===== src/rtl/div8by4_seq_pkg.sv =====
// Shared definitions for the sequential restoring divider: default operand
// width and the controller state encodings.
package div8by4_seq_pkg;

   localparam int W_DEFAULT = 4;

   localparam logic [1:0] S_IDLE = 2'd0;
   localparam logic [1:0] S_RUN  = 2'd1;
   localparam logic [1:0] S_ZERO = 2'd2;
   localparam logic [1:0] S_FIN  = 2'd3;

endpackage


===== src/rtl/div8by4_seq_div_step.sv =====
// One restoring division step: compare the widened partial remainder with the
// divisor, subtract when it fits and emit the corresponding quotient bit.
module div_step #(
   parameter int W = 4
) (
   input  logic [W:0]   r_in,
   input  logic [W-1:0] den,
   output logic [W-1:0] r_out,
   output logic         qbit
);

   // Subtract-if-fits; when it does not fit r_in < den, so its top bit is zero.
   always_comb begin
      qbit  = (r_in >= {1'b0, den});
      r_out = qbit ? W'(r_in - {1'b0, den}) : r_in[W-1:0];
   end

endmodule


===== src/rtl/div8by4_seq.sv =====
// Sequential restoring divider: {num_hi,num_lo} / den, one quotient bit per
// clock. The dividend register shifts left while quotient bits enter at the
// bottom, so after 2W steps it holds the quotient.
module div8by4_seq
   import div8by4_seq_pkg::*;
#(
   parameter int W = W_DEFAULT
) (
   input  logic         clk,
   input  logic         rst_n,
   input  logic         start,
   input  logic [W-1:0] num_lo,
   input  logic [W-1:0] num_hi,
   input  logic [W-1:0] den,
   output logic         busy,
   output logic         done,
   output logic [W-1:0] quot_lo,
   output logic [W-1:0] quot_hi,
   output logic [W-1:0] rem,
   output logic         div_zero
);

   localparam int              CW        = $clog2(2 * W);
   localparam logic [CW-1:0]   LAST_STEP = CW'(2 * W - 1);

   logic [1:0]     state_q, state_d;
   logic [CW-1:0]  cnt_q, cnt_d;
   logic [2*W-1:0] dq_q, dq_d;
   logic [W-1:0]   r_q, r_d;
   logic [W-1:0]   den_q, den_d;
   logic [2*W-1:0] quot_q, quot_d;
   logic [W-1:0]   rem_q, rem_d;
   logic           dz_q, dz_d;
   logic [W-1:0]   step_r;
   logic           step_qbit;

   div_step #(.W(W)) u_step (
      .r_in  ({r_q, dq_q[2*W-1]}),
      .den   (den_q),
      .r_out (step_r),
      .qbit  (step_qbit)
   );

   // Next-state logic: accept in IDLE or FIN, iterate in RUN, short-cut in ZERO.
   always_comb begin
      state_d = state_q;
      cnt_d   = cnt_q;
      dq_d    = dq_q;
      r_d     = r_q;
      den_d   = den_q;
      quot_d  = quot_q;
      rem_d   = rem_q;
      dz_d    = dz_q;
      case (state_q)
         S_IDLE, S_FIN: begin
            // FIN has busy low, so a start in the done cycle is taken here.
            state_d = S_IDLE;
            if (start) begin
               dq_d    = {num_hi, num_lo};
               den_d   = den;
               r_d     = '0;
               cnt_d   = '0;
               state_d = (den != '0) ? S_RUN : S_ZERO;
            end
         end
         S_RUN: begin
            dq_d  = {dq_q[2*W-2:0], step_qbit};
            r_d   = step_r;
            cnt_d = cnt_q + 1'b1;
            if (cnt_q == LAST_STEP) begin
               state_d = S_FIN;
               quot_d  = {dq_q[2*W-2:0], step_qbit};
               rem_d   = step_r;
               dz_d    = 1'b0;
            end
         end
         default: begin
            // Divide by zero: all-ones quotient, low dividend half as remainder.
            state_d = S_FIN;
            quot_d  = '1;
            rem_d   = dq_q[W-1:0];
            dz_d    = 1'b1;
         end
      endcase
   end

   // Control and result registers; reset discards any operation in flight.
   always_ff @(posedge clk or negedge rst_n) begin
      if (!rst_n) begin
         state_q <= S_IDLE;
         cnt_q   <= '0;
         quot_q  <= '0;
         rem_q   <= '0;
         dz_q    <= 1'b0;
      end else begin
         state_q <= state_d;
         cnt_q   <= cnt_d;
         quot_q  <= quot_d;
         rem_q   <= rem_d;
         dz_q    <= dz_d;
      end
   end

   // Working datapath registers; only meaningful while busy, so no reset.
   always_ff @(posedge clk) begin
      dq_q  <= dq_d;
      r_q   <= r_d;
      den_q <= den_d;
   end

   assign busy     = (state_q == S_RUN) || (state_q == S_ZERO);
   assign done     = (state_q == S_FIN);
   assign quot_hi  = quot_q[2*W-1:W];
   assign quot_lo  = quot_q[W-1:0];
   assign rem      = rem_q;
   assign div_zero = dz_q;

endmodule


===== config.mk =====
export PLATFORM = sky130hd
export DESIGN_NAME = div8by4_seq
export DESIGN_NICKNAME = d
export VERILOG_FILES = /design/src/rtl/div8by4_seq_pkg.sv /design/src/rtl/div8by4_seq_div_step.sv /design/src/rtl/div8by4_seq.sv
export SDC_FILE = /design/constraint.sdc
export NUM_CORES = 1
export LEC_CHECK = 0
export BUFFER_PORTS_ARGS = -buffer_cell sky130_fd_sc_hd__buf_2
export CAP_MARGIN = 20
export CORE_ASPECT_RATIO = 0.75
export CORE_MARGIN = 1
export CORE_UTILIZATION = 50
export CTS_BUF_LIST = sky130_fd_sc_hd__clkbuf_8
export DETAILED_ROUTE_END_ITERATION = 8
export PLACE_DENSITY = 0.83
export SYNTH_ARGS = -nofsm -noshare
export SYNTH_HDL_FRONTEND = slang
export SYNTH_SLANG_ARGS = --single-unit

===== constraint.sdc =====
create_clock -name clk -period 5.6 [get_ports clk]
set_input_delay 1.12 -clock clk [delete_from_list [all_inputs] [get_ports clk]]
set_output_delay 1.12 -clock clk [all_outputs]
set_load 0.05 [all_outputs]

==> flow_summary.ini, run 1 <==
[layout]
seq_area_um2 = 930.9
area_growth_pct = 15.38
fillCellCount = 227
layout.nets = 198
multiInputGateArea_um2 = 616.8
layout-drive-gt1-share_pct = 25.43
diodes = 0

[route]
drt-initial-drc-count = 42
final_antenna_net_count = 0
detail_route.wl_per_cell_um = 16.54
routed_wl_mm = 3.490
avgViaCountPerCell = 5.536
drc = 0
dr.pass1.iters = 4
routed-via-count = 1168

[synth]
synthCells = 142
async_reset_ff_share_pct = 52.94
synth_area_mm2 = 0.001610
postSynthAreaPerCell_um2 = 11.34
synth.distinct_cells = 29
ys_seq_area_share_pct = 57.81
yosys-top-cells-area = edfxtp_1 (30%), dfrtp_1 (28%), ha_1 (6.2%), mux2_2 (4.9%), nand2_1 (4.2%)
ys_seq_elements = 34
synth_fp_nets = 166
synth_common_cells = dfrtp_1 (18), nand2_1 (18), edfxtp_1 (16)
synth-main-ff-cell = dfrtp_1
synth_edf_count = 16
synth_top_cell_by_area = edfxtp_1
yosysTopAreaCellShare_pct = 29.84
yosys_warnings = 0

[timing]
finalSetupTns_ns = 0
max_freq_ghz = 0.3775
max_slew.worst_pin.slew_ns = 0.9383
setup_viol = 0
worst_clock_skew_ns = 0.005073
hold_viol = 0
slew_viol_final = 0
relSlewSlack_pct = 37.45
post-route-min-period_ns = 2.649
fin_crit_sh_pct = 47.30
rsz0062_at_grt = no

[clock_network]
post_cts_resized = 0
htreeDepth = 2
cts_hold_buf = 0
clk_latency_ns = 0.29
cts_root_buffer = clkbuf_8
cts_tree = yes
postCtsSetupBuffers = 0
clk_path_buf_depth = 2
clk_pin_slew_ns = 0.06
clock-sinks = 34
cts_buffers = 5

[floorplanning]
core_mm2 = 0.002999
die-area_mm2 = 0.003454
die_w_um = 67.53
io_pins = 30
initial_core_util_pct = 53.69
rows = 17
die_h_um = 51.15

[critical_path]
crit_arrival_ns = 1.53
cp-start-kind = flop
rr_worst_depth = 6
worst-path-stages = 3
slowest_stage = dfrtp_1
critPathMaxFanout = 7
crit_buf_inv = 2
worst_r2r_startpoint = state_q[1]
startpoint = state_q[0]
crit_chain = ha_1 -> inv_1 -> buf_2
crit_path_max_incr_delay_ns = 0.41
rrSetupSlack_ns = 3.14
cpLargestDelayFamily = buffers and inverters
worstSetupEndpointType = primary output
crit_required_ns = 4.48
rr_endpoint = rem[1]
path_class = reg -> out

[global_routing]
met2_usage_pct = 37.95
grt_use_met1_pct = 29.79
antenna_found_initial = 0
grt_start_max_net_pins = 28
grt_pass1_wl_mm = 5.589
grt_overflow = 0
grt_use_met3_pct = 6.920
grt_usage_pct = 23.30
grt_pass1_vias = 1170
busiest_layer = met2

[place]
port_buffers = 29
hpwlAfterDp_mm = 2.550
gp_congestion = 0.8161

[worst_hold_path]
holdCritStartpoint = quot_q[7]
min_path_cells = 2
hold_path_class = reg -> reg
whs_endpoint = quot_q[7]

[run_status]
status = finished, final reports clean

[job]
drv_cap = 0
==> placed cells by master (no fill, tap or decap), types with 4 or more instances in the layout <==
| cell type | synthesis | final |
|---|---|---|
| nor2_1 | 12 | 12 |
| dfrtp_1 | 18 | 18 |
| nand2b_1 | 4 | 4 |
| nand2_1 | 18 | 18 |
| ha_1 | 8 | 8 |
| mux2_2 | 7 | 7 |
| a21oi_1 | 8 | 8 |
| clkbuf_8 | 0 | 5 |
| o21ai_0 | 12 | 12 |
| a31oi_1 | 5 | 5 |
| buf_2 | 2 | 29 |
| inv_1 | 12 | 12 |
| edfxtp_1 | 16 | 16 |
==> logic make-up (layout without fill, tap and decap cells) <==
family	count (synthesis)	after routing	synth area share, %
flops	34	34	57.81
xor+xnor	1	1	0.5440
compound gates	30	30	10.72
fa+ha+maj	9	9	7.460
mux	10	10	6.760
simple gates	42	42	12.82
buf+inv	16	47	3.884
==> state kept, by name (all words and copies together), names as in the netlist <==
| signal | flops |
|---|---|
| rem | 4 |
| dq_q | 8 |
| div_zero | 1 |
| quot_q | 8 |
| r_q | 4 |
| den_q | 4 |
| state_q | 2 |
| cnt_q | 3 |
==> worst max-delay path by stage <==
stage               to  slack [ns]
3_3_place_gp    r_q[2]        3.19
2_1_floorplan     busy        3.37
3_5_place_dp   dq_q[4]        3.06
5_1_grt         rem[1]        2.87
4_1_cts           busy        2.95
6_report          busy        2.95
==> layer usage <==
layer / wire length, µm / share of wire, % / up-vias
met5: 0 / 0 / -
met4: 42 / 1.2 / 0
met3: 182 / 5.2 / 5
met2: 1793 / 51 / 34
met1: 1472 / 42 / 568
li1: - / - / 561
==> metrics by stage <==
stage / area [µm²] / setup WS [ns] / cells / hold WS, ns / util [%]
after floorplan: 1610 / 3.367 / 142 / 0.4538 / -
after global placement: 1785 / 3.187 / 205 / 0.4464 / 59.53
after detailed placement: 1785 / 3.065 / 205 / 0.4517 / 59.53
after CTS: 1858 / 2.950 / 211 / 0.4679 / 61.95
after global routing: 1858 / 2.873 / 211 / 0.5053 / 61.95
final: 1858 / 2.951 / 211 / 0.4670 / 61.95
==> area by class of cell <==
type                       instances  share of cell area, %
inverter                          12                  2.424
clock inverter                     1                 0.2020
clock buffer                       5                  3.704
sequential                        34                  50.10
timing repair buffer              29                  7.811
multi-input combinational         92                  33.20
tap                               38                  2.559
==> worst register-to-register path, delay by kind of cell (launching register included) <==
family | cells | cell delay (ns)
fa+ha+maj | 1 | 0.77
flops | 1 | 0.40
simple gates | 3 | 0.96
compound gates | 1 | 0.13
buf+inv | 1 | 0.06
Power of run 1 is left out: the tool's default activity adds up to more than one toggle a clock period on the data nets, which glitch-free logic cannot reach.
==> run 2: changes to the inputs <==
ABC_AREA = 1   (was not set)
clock period = 2.7 ns   (was 5.6 ns; I/O delays follow)
==> run 2 against run 1 <==
Against the previous run: clock skew is 0.00090 ns higher; area after synthesis grew 4.3%; highest routed layer unchanged; utilization increased by 1.9 points; global-route usage decreased by 1.3 points; non-clock buffer count up 2; flip-flop and latch count unchanged; cell count increased by 15%; first-iteration DRC count is 43% higher.
==> flow_summary.ini, run 2 <==
[run_status]
status = finished, final reports clean

[synth]
synthCells = 170
synth_top_cell_by_area = edfxtp_1
synth.most_common_cell = nand2_1
synth.distinct_cells = 28
synthMuxAreaShare_pct = 0.5961
yosys-top-cells-area = edfxtp_1 (29%), dfrtp_1 (27%), nand2_1 (12%), ha_1 (6.0%), inv_1 (3.4%)
synth_edf_count = 16
synth_fp_nets = 194
yosys.area_share.simple_pct = 23.32
yosysTopAreaCellShare_pct = 28.61
synth-compound-area-share_pct = 6.632
yosys_warnings = 0
ys_seq_elements = 34
synthXorXnorAreaFrac_pct = 0.5216
synth_top_family_by_area = simple AND/OR/NAND/NOR gates
postSynthAreaPerCell_um2 = 9.877
ys_seq_area_share_pct = 55.44
synth-main-ff-cell = dfrtp_1
synth_area_mm2 = 0.001679
async_reset_ff_share_pct = 52.94
synth_common_cells = nand2_1 (55), dfrtp_1 (18), edfxtp_1 (16)
yosys.area_share.adder_pct = 7.154

[layout]
layout.nets = 227
final_cell_mix = nand2_1 (55), buf_2 (29), dfrtp_1 (18), inv_1 (17), edfxtp_1 (16)
reg_top3 = dq_q (8), quot_q (8)
multiInputGateArea_um2 = 641.9
layout-drive-gt1-share_pct = 24.51
layout_commonest_cell = nand2_1
diodes = 0
area_growth_pct = 16.47
fillCellCount = 254
seq_area_um2 = 930.9

[route]
drt-initial-drc-count = 60
dr.pass1.iters = 4
routed_wl_mm = 3.227
drc = 0
routed-via-count = 1244
detail_route.wl_per_cell_um = 13.33
avgViaCountPerCell = 5.140
final_antenna_net_count = 0

[global_routing]
grt_start_max_net_pins = 19
grt_usage_pct = 22.03
grt_overflow = 0
grt_pass1_wl_mm = 5.388
grt_pass1_vias = 1159
antenna_found_initial = 0

[clock_network]
clk_path_buf_depth = 2
clock-sinks = 34
cts_buffers = 5
postCtsSetupBuffers = 0
clk_pin_slew_ns = 0.06
cts_hold_buf = 0
clk_latency_ns = 0.29
htreeDepth = 2
cts_tree = yes
cts_root_buffer = clkbuf_8
post_cts_resized = 0

[place]
hpwlAfterDp_mm = 2.300
port_buffers = 29
gp_congestion = 0.7741

[timing]
max_slew.worst_pin.slew_ns = 0.5145
hold_viol = 0
slew_viol_final = 0
finalSetupTns_ns = 0
post-route-min-period_ns = 1.958
fin_crit_sh_pct = 72.53
relSlewSlack_pct = 65.70
rsz0062_at_grt = no
max_freq_ghz = 0.5107
worst_clock_skew_ns = 0.005971
setup_viol = 0

[critical_path]
critPathMaxFanout = 5
path_class = reg -> out
cp-start-kind = flop
crit_arrival_ns = 1.42
crit_required_ns = 2.16
worstSetupEndpointType = primary output

[job]
drv_cap = 0

[floorplanning]
die_w_um = 68.92
core_mm2 = 0.003063
rows = 17
io_pins = 30
initial_core_util_pct = 54.82
die-area_mm2 = 0.003596
die_h_um = 52.19

[worst_hold_path]
hold_path_class = in -> async
[run 2: worst max-delay path: stages (launching register included)]
cell,delay (ns)
dfrtp_1,0.40
ha_1,0.40
inv_1,0.08
buf_2,0.25
[run 2: final cells by class]
class / instances / share of cell area [%]
clock buffer: 5 / 3.519
sequential: 34 / 47.60
tap: 38 / 2.431
inverter: 17 / 3.519
multi-input combinational: 114 / 32.82
clock inverter: 3 / 1.919
timing repair buffer: 31 / 8.189
[run 2: stage by stage]
| step | cell area (µm²) | util [%] | worst slack, ns | hold slack (ns) | instances |
|---|---|---|---|---|---|
| 6_report | 1956 | 63.85 | 0.7418 | 0.1728 | 242 |
| 5_1_grt | 1956 | 63.85 | 0.6731 | 0.1963 | 242 |
| 4_1_cts | 1956 | 63.85 | 0.7313 | 0.1848 | 242 |
| 3_5_place_dp | 1849 | 60.38 | 0.8801 | 0.4575 | 234 |
| 3_3_place_gp | 1849 | 60.38 | 0.9284 | 0.4538 | 234 |
| 2_1_floorplan | 1679 | - | 1.063 | 0.2444 | 170 |
[run 2: cells by family after synthesis]
kind of cell               Yosys count
DFF                                 34
adders and majority gates            9
muxes                                1
and+or+nand+nor                     85
xor gates and xnor gates             1
buffers and inverters               22
AOI/OAI and AO/OA                   18
[run 2: layer usage]
metal	global-route usage [%]	vias to the layer above	part of all wire, %
met5	0	-	0
met4	8.503	0	1.4
met3	7.826	5	7.0
met2	30.58	40	44
met1	31.44	571	48
li1	-	628	-
[run 2: path summary, 6_finish.rpt]
| check | start | end | slack, ns | depth (start not counted) |
|---|---|---|---|---|
| hold reg to reg | quot_q[6] | quot_q[6] | 0.47 | 2 |
| setup / recovery | state_q[0] | busy | 0.74 | 3 |
| setup reg to reg | state_q[0] | r_q[2] | 0.89 | 3 |
| min in group clk | den[1] | den_q[1] | 0.44 | 1 |
| hold / removal | rst_n | quot_q[1] | 0.17 | 1 |
| max in group asynchronous | rst_n | rem[1] | 2.23 | 1 |
Power of run 2 is left out for the same reason.
==> run 3: changes to the inputs <==
clock period = 2 ns   (was 2.7 ns; I/O delays follow)
==> run 3 against run 2 <==
Against the previous run: sequential share of layout area up 0.74 points; clock skew down 0.0036 ns; critical path type unchanged; highest routed layer unchanged; die area unchanged; count of clock-buffer cells in the layout unchanged.
==> flow_summary.ini, run 3 (same netlist as run 2, synthesis figures left out) <==
[run_status]
status = finished, final reports clean

[critical_path]
rrSetupSlack_ns = 0.22
critPathMaxFanout = 5
rr_worst_depth = 7
worstSetupEndpointType = primary output
path_class = reg -> out
crit_required_ns = 1.60
startpoint = state_q[1]
rr_endpoint = dq_q[0]
worst_r2r_startpoint = r_q[1]
cp-start-kind = flop
crit_arrival_ns = 1.41
crit_end = busy

[timing]
slew_viol_final = 0
post-route-min-period_ns = 1.809
hold_viol = 0
max_slew.worst_pin.slew_ns = 0.4062
relSlewSlack_pct = 72.92
rsz0062_at_grt = no
setup_viol = 0
max_freq_ghz = 0.5528
worst_clock_skew_ns = 0.002338
fin_crit_sh_pct = 90.44
finalSetupTns_ns = 0

[worst_hold_path]
hold_path_class = in -> async

[layout]
layout-drive-gt1-share_pct = 24.14
diodes = 0
area_growth_pct = 14.68
final_cell_mix = nand2_1 (55), buf_2 (29), dfrtp_1 (18), inv_1 (17), edfxtp_1 (16)
layout.nets = 227
layout_commonest_cell = nand2_1
reg_top3 = dq_q (8), quot_q (8)

[clock_network]
htreeDepth = 2
cts_root_buffer = clkbuf_8
clk_pin_slew_ns = 0.06
cts_tree = yes
cts_buffers = 5
post_cts_resized = 0
postCtsSetupBuffers = 0
clk_latency_ns = 0.28
clk_path_buf_depth = 2
clock-sinks = 34
cts_hold_buf = 0

[route]
final_antenna_net_count = 0
drc = 0
avgViaCountPerCell = 5.195
detail_route.wl_per_cell_um = 13.29
routed-via-count = 1252
drt-initial-drc-count = 66
routed_wl_mm = 3.202
dr.pass1.iters = 4

[place]
gp_congestion = 0.8322
port_buffers = 29
hpwlAfterDp_mm = 2.284

[floorplanning]
io_pins = 30
core_mm2 = 0.003063
die_w_um = 68.92
die-area_mm2 = 0.003596
die_h_um = 52.19
initial_core_util_pct = 54.82
rows = 17

[global_routing]
grt_start_max_net_pins = 19
grt_overflow = 0
grt_usage_pct = 22.25
grt_pass1_wl_mm = 5.526
antenna_found_initial = 0
grt_pass1_vias = 1174

[job]
drv_cap = 0
-- run 3: worst max-delay path, cell delays in order, from the launching register on --
cell,delay [ns]
dfrtp_1,0.36
inv_1,0.07
ha_1,0.36
inv_1,0.08
buf_2,0.25
-- run 3: metrics by stage --
stage	area, µm²	std cells	util (%)	setup slack, ns	hold WS [ns]
final	1926	241	62.87	0.1912	0.04185
after global routing	1926	241	62.87	0.1230	0.06963
after floorplan	1679	170	-	0.3626	0.1044
after global placement	1849	234	60.38	0.2989	0.3502
after detailed placement	1849	234	60.38	0.2423	0.3479
after CTS	1926	241	62.87	0.1827	0.04366
-- run 3: worst min-delay path by stage --
stage | startpoint | endpoint | slack (ns) | depth (start not counted)
after global routing | rst_n | quot_q[0] | 0.07 | 1
final | rst_n | quot_q[1] | 0.04 | 1
after global placement | rst_n | quot_q[4] | 0.35 | 1
after CTS | rst_n | quot_q[0] | 0.04 | 1
after detailed placement | rst_n | quot_q[3] | 0.35 | 1
after floorplan | rst_n | cnt_q[0] | 0.10 | 0
-- run 3: routing by layer --
metal | routed length [µm] | share of wire (%) | global-route usage [%]
met3 | 169 | 5.3 | 5.870
met2 | 1442 | 45 | 31.55
met4 | 72 | 2.2 | 8.844
met5 | 0 | 0 | 0
met1 | 1518 | 47 | 32.37
-- run 3: final cells by class --
| type | instances | area [µm²] |
|---|---|---|
| inverter | 17 | 68.82 |
| sequential | 34 | 930.9 |
| tap | 38 | 47.55 |
| clock buffer | 5 | 68.82 |
| fill | 258 | 1137 |
| timing repair buffer | 31 | 160.2 |
| clock inverter | 2 | 7.507 |
| multi-input combinational | 114 | 641.9 |
Power of run 3 is left out for the same reason.
